$ cat src/rtl/winocnn_pkg.sv
`default_nettype none
// ============================================================================
// Module   : winocnn_pkg
// Purpose  : Shared tile geometry, data types and collector state encoding.
// Revision : 1.0
// ============================================================================
package winocnn_pkg;

    localparam int TILE   = 6;
    localparam int DATA_W = 16;
    localparam int IDX_W  = 9;
    localparam int OD_W   = 8;

    typedef logic signed [DATA_W-1:0] data_t;
    typedef data_t [0:TILE-1][0:TILE-1] tile_t;
    typedef data_t [0:TILE-1] row_t;

    typedef enum logic [1:0] {
        IDLE  = 2'd0,
        ACCUM = 2'd1,
        DRAIN = 2'd2
    } coll_state_e;

endpackage
`default_nettype wire

$ cat src/rtl/pe_result_collector_sat_shift.sv
`default_nettype none
// ============================================================================
// Module   : sat_shift
// Purpose  : Arithmetic right shift of one accumulator lane, saturated to 16 bits.
// Revision : 1.0
// ============================================================================
module sat_shift
    import winocnn_pkg::*;
#(
    parameter int ACC_W     = 24,
    parameter int OUT_SHIFT = 0
) (
    input  logic signed [ACC_W-1:0] acc,
    output data_t                   sat
);

    localparam logic signed [ACC_W-1:0] SAT_MAX = ACC_W'(32767);
    localparam logic signed [ACC_W-1:0] SAT_MIN = ACC_W'(-32768);

    logic signed [ACC_W-1:0] shifted;

    always_comb begin
        shifted = acc >>> OUT_SHIFT;
        if (shifted > SAT_MAX) begin
            sat = 16'sh7FFF;
        end else if (shifted < SAT_MIN) begin
            sat = 16'sh8000;
        end else begin
            sat = shifted[DATA_W-1:0];
        end
    end

endmodule
`default_nettype wire

$ cat src/rtl/pe_result_collector.sv
`default_nettype none
// ============================================================================
// Module   : pe_result_collector
// Purpose  : Sums NUM_IC matching 6x6 PE tiles, then drains the saturated
//            result one row per cycle to the output-buffer write port.
// Revision : 1.0
// ============================================================================
module pe_result_collector
    import winocnn_pkg::*;
#(
    parameter int ACC_W     = 24,
    parameter int OUT_SHIFT = 0
) (
    input  logic             clk,
    input  logic             reset,
    input  logic [7:0]       num_ic_i,
    input  tile_t            result_tile_i,
    input  logic [OD_W-1:0]  result_od_i,
    input  logic [IDX_W-1:0] result_x_index_i,
    input  logic [IDX_W-1:0] result_y_index_i,
    input  logic             result_valid_i,
    output logic             result_ready_o,
    output row_t             wr_row_o,
    output logic [OD_W-1:0]  wr_od_o,
    output logic [IDX_W-1:0] wr_x_o,
    output logic [IDX_W-1:0] wr_y_o,
    output logic             wr_valid_o,
    input  logic             wr_ready_i,
    output logic             wr_last_o,
    output logic             err_o
);

    typedef logic signed [ACC_W-1:0] acc_t;

    coll_state_e      state;
    coll_state_e      state_next;
    acc_t             acc [0:TILE-1][0:TILE-1];
    logic [7:0]       cnt;
    logic [7:0]       num_ic_cap;
    logic [OD_W-1:0]  od_cap;
    logic [IDX_W-1:0] x_cap;
    logic [IDX_W-1:0] y_cap;
    logic [2:0]       row;
    logic             err;

    logic             accept;
    logic             row_hs;
    logic             idx_match;
    logic [7:0]       num_ic_eff;
    logic [7:0]       cnt_inc;

    assign accept     = result_valid_i && result_ready_o;
    assign row_hs     = wr_valid_o && wr_ready_i;
    assign idx_match  = (result_od_i == od_cap) && (result_x_index_i == x_cap) &&
                        (result_y_index_i == y_cap);
    assign num_ic_eff = (num_ic_i == 8'd0) ? 8'd1 : num_ic_i;
    // cnt < num_ic_cap <= 255 while accumulating, so the increment cannot wrap.
    assign cnt_inc    = cnt + 8'd1;

    always_ff @(posedge clk) begin
        if (reset) begin
            state <= IDLE;
        end else begin
            state <= state_next;
        end
    end

    always_comb begin
        state_next = state;
        case (state)
            IDLE: begin
                if (accept) begin
                    state_next = (num_ic_eff == 8'd1) ? DRAIN : ACCUM;
                end
            end
            ACCUM: begin
                if (accept && idx_match && (cnt_inc == num_ic_cap)) begin
                    state_next = DRAIN;
                end
            end
            DRAIN: begin
                if (row_hs && (row == 3'd5)) begin
                    state_next = IDLE;
                end
            end
            default: state_next = IDLE;
        endcase
    end

    always_comb begin
        result_ready_o = (state != DRAIN) && !reset;
        wr_valid_o     = (state == DRAIN);
        wr_last_o      = (state == DRAIN) && (row == 3'd5);
    end

    always_ff @(posedge clk) begin
        if (reset) begin
            for (int i = 0; i < TILE; i++) begin
                for (int j = 0; j < TILE; j++) begin
                    acc[i][j] <= '0;
                end
            end
            cnt        <= '0;
            num_ic_cap <= '0;
            od_cap     <= '0;
            x_cap      <= '0;
            y_cap      <= '0;
            row        <= '0;
            err        <= 1'b0;
        end else begin
            case (state)
                IDLE: begin
                    if (accept) begin
                        for (int i = 0; i < TILE; i++) begin
                            for (int j = 0; j < TILE; j++) begin
                                acc[i][j] <= ACC_W'($signed(result_tile_i[i][j]));
                            end
                        end
                        od_cap     <= result_od_i;
                        x_cap      <= result_x_index_i;
                        y_cap      <= result_y_index_i;
                        num_ic_cap <= num_ic_eff;
                        cnt        <= 8'd1;
                        row        <= '0;
                    end
                end
                ACCUM: begin
                    if (accept) begin
                        if (idx_match) begin
                            for (int i = 0; i < TILE; i++) begin
                                for (int j = 0; j < TILE; j++) begin
                                    acc[i][j] <= acc[i][j] +
                                                 ACC_W'($signed(result_tile_i[i][j]));
                                end
                            end
                            cnt <= cnt_inc;
                        end else begin
                            // Foreign tile: consumed so the PE never stalls, but flagged.
                            err <= 1'b1;
                        end
                    end
                end
                DRAIN: begin
                    if (row_hs) begin
                        if (row == 3'd5) begin
                            row <= '0;
                            cnt <= '0;
                        end else begin
                            row <= row + 3'd1;
                        end
                    end
                end
                default: ;
            endcase
        end
    end

    assign err_o   = err;
    assign wr_od_o = od_cap;
    assign wr_x_o  = x_cap;
    assign wr_y_o  = y_cap + IDX_W'(row);

    for (genvar j = 0; j < TILE; j++) begin : g_col
        sat_shift #(
            .ACC_W     (ACC_W),
            .OUT_SHIFT (OUT_SHIFT)
        ) u_sat (
            .acc (acc[row][j]),
            .sat (wr_row_o[j])
        );
    end

endmodule
`default_nettype wire
$ cat config.mk
export PLATFORM = sky130hd
export DESIGN_NAME = pe_result_collector
export DESIGN_NICKNAME = d
export VERILOG_FILES = /design/src/rtl/winocnn_pkg.sv /design/src/rtl/pe_result_collector_sat_shift.sv /design/src/rtl/pe_result_collector.sv
export SDC_FILE = /design/constraint.sdc
export NUM_CORES = 2
export LEC_CHECK = 0
export ABC_AREA = 1
export CAP_MARGIN = 20
export CORE_ASPECT_RATIO = 2
export CORE_MARGIN = 1.5
export CORE_UTILIZATION = 30
export DETAILED_ROUTE_END_ITERATION = 10
export SETUP_SLACK_MARGIN = 0.1
export SYNTH_ARGS = -nofsm -noshare
export SYNTH_HDL_FRONTEND = slang
export SYNTH_SLANG_ARGS = --single-unit
$ cat constraint.sdc
create_clock -name clk -period 17.32 [get_ports clk]
set_input_delay 1.732 -clock clk [delete_from_list [all_inputs] [get_ports clk]]
set_output_delay 1.732 -clock clk [all_outputs]
set_load 0.02 [all_outputs]
== Word-level counts from Yosys, hierarchy flattened ==
Memories as Yosys holds them, arrays and structs flattened. A register that Yosys moved wholly into a read port is not among the register bits.
Cells that the tools add are included.
Storage, ports and cells
  logic and storage cells: 281
  memory bits (writable): 864
  register bits: 48
  memories kept: 1
  output and inout bits: 126
Memory list
  acc: depth 6, bits a word 144, rd ports 7, clocked after memory_dff 1, write ports 6, RTL line pe_result_collector.sv:37  | acc_t acc [0:TILE-1][0:TILE-1];
Operators by class
  bitwise gates (word level): 73
  $add $sub $neg: 39
  equal/unequal tests: 16
  reductions and logical operators: 19
  $lt $le $gt $ge: 12
  mux-type cells: 113
Operators with widths (count)
  24-bit two-way mux: 72
  24-bit by 16-bit adder with 24-bit output: 36
  16-bit two-way mux: 12
  24-bit by 16-bit > comparator with 1-bit output (second input constant): 6
  24-bit by 16-bit < comparator with 1-bit output (second input constant): 6
  1-bit OR: 72
  8-bit two-way mux: 6
  8-bit case mux with 3 select lines: 1
  9-bit equality test: 2
  8-bit equality test: 2
  3-bit two-way mux: 5
  1-bit two-way mux: 11
  2-bit inequality test (second input constant): 5
  9-bit by 3-bit adder with 9-bit output: 1
  1-bit logical AND: 9
  3-bit AND reduction: 3
  8-bit by 1-bit adder with 8-bit output (second input constant): 1
  8-bit by 1-bit equality test with 1-bit output (second input constant): 1
  8-bit zero test: 1
  2-bit two-way mux: 4
  2-bit by 1-bit inequality test with 1-bit output (second input constant): 3
  2-bit case mux with 3 select lines: 1
  3-bit case mux with 2 select lines: 1
  6-bit AND reduction: 1
  10 further kinds: 10

== Logic depth before layout (Yosys ltp) ==
  word-level depth: 9
  mapped depth: 15
  depth with buffers taken out: 15

== By module ==
From an unflattened synthesis, not the netlist that was laid out.
Unflattened totals
  cell total of the unflattened synthesis: 13571
  area total of the unflattened synthesis: 94036.4 sq um
By module, submodules not included
  pe_result_collector: cells each 13283, instances 1, area each 92760.2 sq um
  sat_shift: cells each 48, instances 6, area each 212.7 sq um

== Least setup slack after synthesis ==
No wires, ideal clock.
  path type: input to register
  start: input reset
  end: memory acc[0][0] (netlist bit) (enable)
  cell stages on the path: 9
  path slack: 594 ps
  library setup time: 4228 ps
  arrival time: 12498 ps
  required time: 13092 ps
  cells stage by stage: nor2_1 nand2_1 nor2_2 inv_1 nand2_2 inv_2 buf_2 buf_1 nand2_1
RTL lines
  start, declared: RTL line pe_result_collector.sv:15  | input logic reset,
  end, declared: RTL line pe_result_collector.sv:37

==> impl_results.md <==
- Yosys cell types: 49
- Area Overhead vs Synth: 16.2%
- Num rows: roughly 290
- Sequential fraction of the synthesis area: ~29%
- Die W: 394 um
- Clock latency at the later pin of the worst-skew pair: approximately 800 ps
- Vias/cell: 5.45
- Crit Path Category: in2reg
- Clock Pin Slew Worst Setup and Hold Paths: about 60 ps
- Clock Skews: around 43 ps
- Commonest cells after routing, fill and taps aside: nand2_1 (3,114), a21oi_1 (1,585), nand3_1 (1,215)
- H-Tree Level Count: 3
- NetSw: 6.01 mW
- Leak: 47.2 nW
- CTS sink cnt: 915
- CTS Root Cell: clkbuf_16
- Power Density: 117 nW/um^2
- Most common cell after layout, fill and taps aside: nand2_1
- Hold-fix buffers at CTS: 0
- Sw Share: ~48%
- Status: finished, final reports clean
- Post-DP Area: 103,000 um^2
- Path depth of the worst reg2reg path: 12
- Largest stage delay, worst path: between 700 and 800 ps
- Setup Fix Bufs, Post-CTS: 0
- Max Fclk: about 130 MHz
- Routed WL per cell: 23.9 um
- Clock power share: 20.4%
- Die area: 310,000 um^2
- Initial DRC count: 7,992
- Comb power frac: 52.7%
- Grt ovf: 0
- Post-route DRC: 0
- Count of max-cap constraint violations: 0
- Most used DFF post-synth: edfxtp_1
- TNS Setup: 0 ps
- CTS tree: done
- Crit start category: primary input
- Hold Path Stages: 2
- Io pins: 740
- NumNets Final: 15,100
- Critical-path top delay cell: buf_4
- Hold violation total from the final report: 0
- Port buffer count: 739
- Post-DP HPWL: 340,000 um
- VDD IR-drop max: 0.0977 mV
- Synth Area per Inst: 6.98 um^2
- Worst-path fanout max: 160
- RSZ-0062 raised after global routing: no
- DR vias: slightly below 100k
- Crit share post-route: 43.0%
- Core Area: approximately 310,000 um^2
- Sequential share of power: 26.9%
- Final WL: between 400,000 and 500,000 um
- Slew Viols, Final: 0
- Drt pass-1 iters: 6
- P_int: 6.52 mW
- Global-route usage over all layers: between 20% and 30%
- Final instance area: 107,000 um^2
- Hold slack final: 470 ps
- Yosys Warn Count: 0
- Fraction of layout cells with a size suffix above 1: 2.37%
- Final setup fails: 0
- Seq cells post-synth: 915
- CP arrival: 7850 ps
- Largest net degree at the start of global routing: 200
- GPL Wtd Cong: between 1 and 1.5
- Post-synth ARST share: 0%
- Slew headroom: 27.0%
- Worst path cell trace: clkdlybuf4s50_1 -> xnor2_1 -> nand2_1 -> nor2_1 -> nand2_1 -> nor2_2 -> nand3_4 -> nand2_8 -> inv_8 -> nand2_4 -> buf_12 -> buf_4 -> buf_12
- Synth Cell Area: 91,900 um^2
- Slew @ Worst Pin: between 1000 and 1500 ps
- Initial core utilization: 30.1%
- Post-synth EDFFs: 864
- Required @ worst endpoint: 17,710 ps
- TritonCTS Buffers: 109
- CP Capture Type: flip-flop
- Period minus WS final: between 7000 and 8000 ps
- Syn nets: 14,600
- Post-CTS sizing: 0
- Clk buf depth: 3
- Number of global-route vias before repair: between 90,000 and 100k
- Syn Inst Count: 13,200
- Die height: approximately 800 um
- Initial antenna violation count: 123
- Number of fill cells: 33,100
- HP Class: reg2reg
- First-pass GRT wire length: 615,000 um
- DRT antenna net count: 0
## power by group through the flow
| stage | clock network, mW | logic (mW) | registers (mW) |
|---|---|---|---|
| final | 2.56 | 6.61 | 3.37 |
| after global routing | 2.66 | 7.22 | 3.40 |
| after CTS | 2.60 | 6.52 | 3.37 |
| after detailed placement | 0 | 6.49 | 3.41 |
| after global placement | 0 | 6.47 | 3.41 |
| after floorplan | 0 | 4.15 | 3.32 |
## kinds of logic after synthesis
group / synth area share (%)
XOR/XNOR: 4.16
flip-flops: 29.3
buffers and inverters: 6.75
AND/OR/NAND/NOR: 26.9
adder cells (fa/ha/maj): 12.2
AO/OA/AOI/OAI: 20.7
## path summary, 6_finish.rpt
path	start	to	slack, ps
worst max-delay path	result_od_i[2]	acc[2][1]	9870
worst min-delay path	num_ic_cap[7]	num_ic_cap[7]	470
worst max register to register	state[0]	acc[2][1]	10790
worst min register to register	num_ic_cap[7]	num_ic_cap[7]	470
## worst max-delay path, delay by kind of cell
kind / cells / cell delay (ps)
AND/OR/NAND/NOR: 7 / 2420
XOR/XNOR: 1 / 150
buffers and inverters: 5 / 3120
## synth_stat cells (all sizes together), types with 2 or more instances
cell / count / share of area, %
a32o: 12 / 0.13
o21bai: 70 / 0.60
o221a: 3 / 0.037
nand2: 3142 / 13
nand3: 1227 / 6.7
o2bb2ai: 12 / 0.11
o211a: 9 / 0.098
fa: 37 / 0.81
dfxtp: 51 / 1.1
or2: 36 / 0.24
o2111ai: 2 / 0.019
nand4: 157 / 1.1
nor3b: 2 / 0.016
o211ai: 53 / 0.43
a31oi: 78 / 0.53
nor4: 23 / 0.16
o21a: 124 / 1.0
clkbuf: 180 / 0.73
inv: 1107 / 4.5
xnor2: 224 / 2.1
o31ai: 14 / 0.11
nor2: 1114 / 4.6
xor2: 213 / 2.0
a32oi: 20 / 0.19
a21boi: 39 / 0.32
and2: 10 / 0.068
edfxtp: 864 / 28
a221oi: 2 / 0.019
nor3: 151 / 0.82
nand3b: 34 / 0.28
buf: 247 / 1.5
a21oi: 1585 / 8.6
o21ai: 1326 / 7.2
ha: 835 / 11
a211oi: 25 / 0.20
a21o: 121 / 0.99
o22ai: 11 / 0.075
## flip-flops by register name, summed over array words and instances, names as in the netlist, named ones only
signal and count:
y_cap 9, row 3, cnt 8, err_o 1, state 2, wr_od_o 8
acc 864, num_ic_cap 8, wr_x_o 9
## metal layers
layer | global-route usage (%) | up-vias | wire length (um)
li1 | - | 46800 | -
met1 | 31.6 | 46100 | 169000
met2 | 45.6 | 3504 | 203000
met5 | 0 | - | 504
met3 | 4.80 | 792 | 32000
met4 | 12.4 | 78 | 22600
## through the flow
step           utilization (%)  instances  power [mW]  setup slack (ps)
4_1_cts                   35.0      17800        12.5              9820
3_5_place_dp              33.7      17600        9.90              9000
6_report                  35.0      17900        12.5              9870
5_1_grt                   35.0      17800        13.3              9480
3_3_place_gp              33.7      17600        9.88              9030
2_1_floorplan                -      13200        7.47               594
## area by class of cell
| class | count | area (um^2) | share of cell area [%] |
|---|---|---|---|
| diodes | 71 | 178 | 0.166 |
| clock buffers | 142 | 3010 | 2.82 |
| clock inverters | 62 | 681 | 0.637 |
| inverters | 1108 | 4200 | 3.93 |
| multi-input cells | 10700 | 58800 | 55.0 |
| flip-flops and latches | 915 | 27000 | 25.2 |
| well taps | 4046 | 5060 | 4.74 |
| repair buffers | 802 | 7950 | 7.43 |
(Power assumes the default switching activity.)
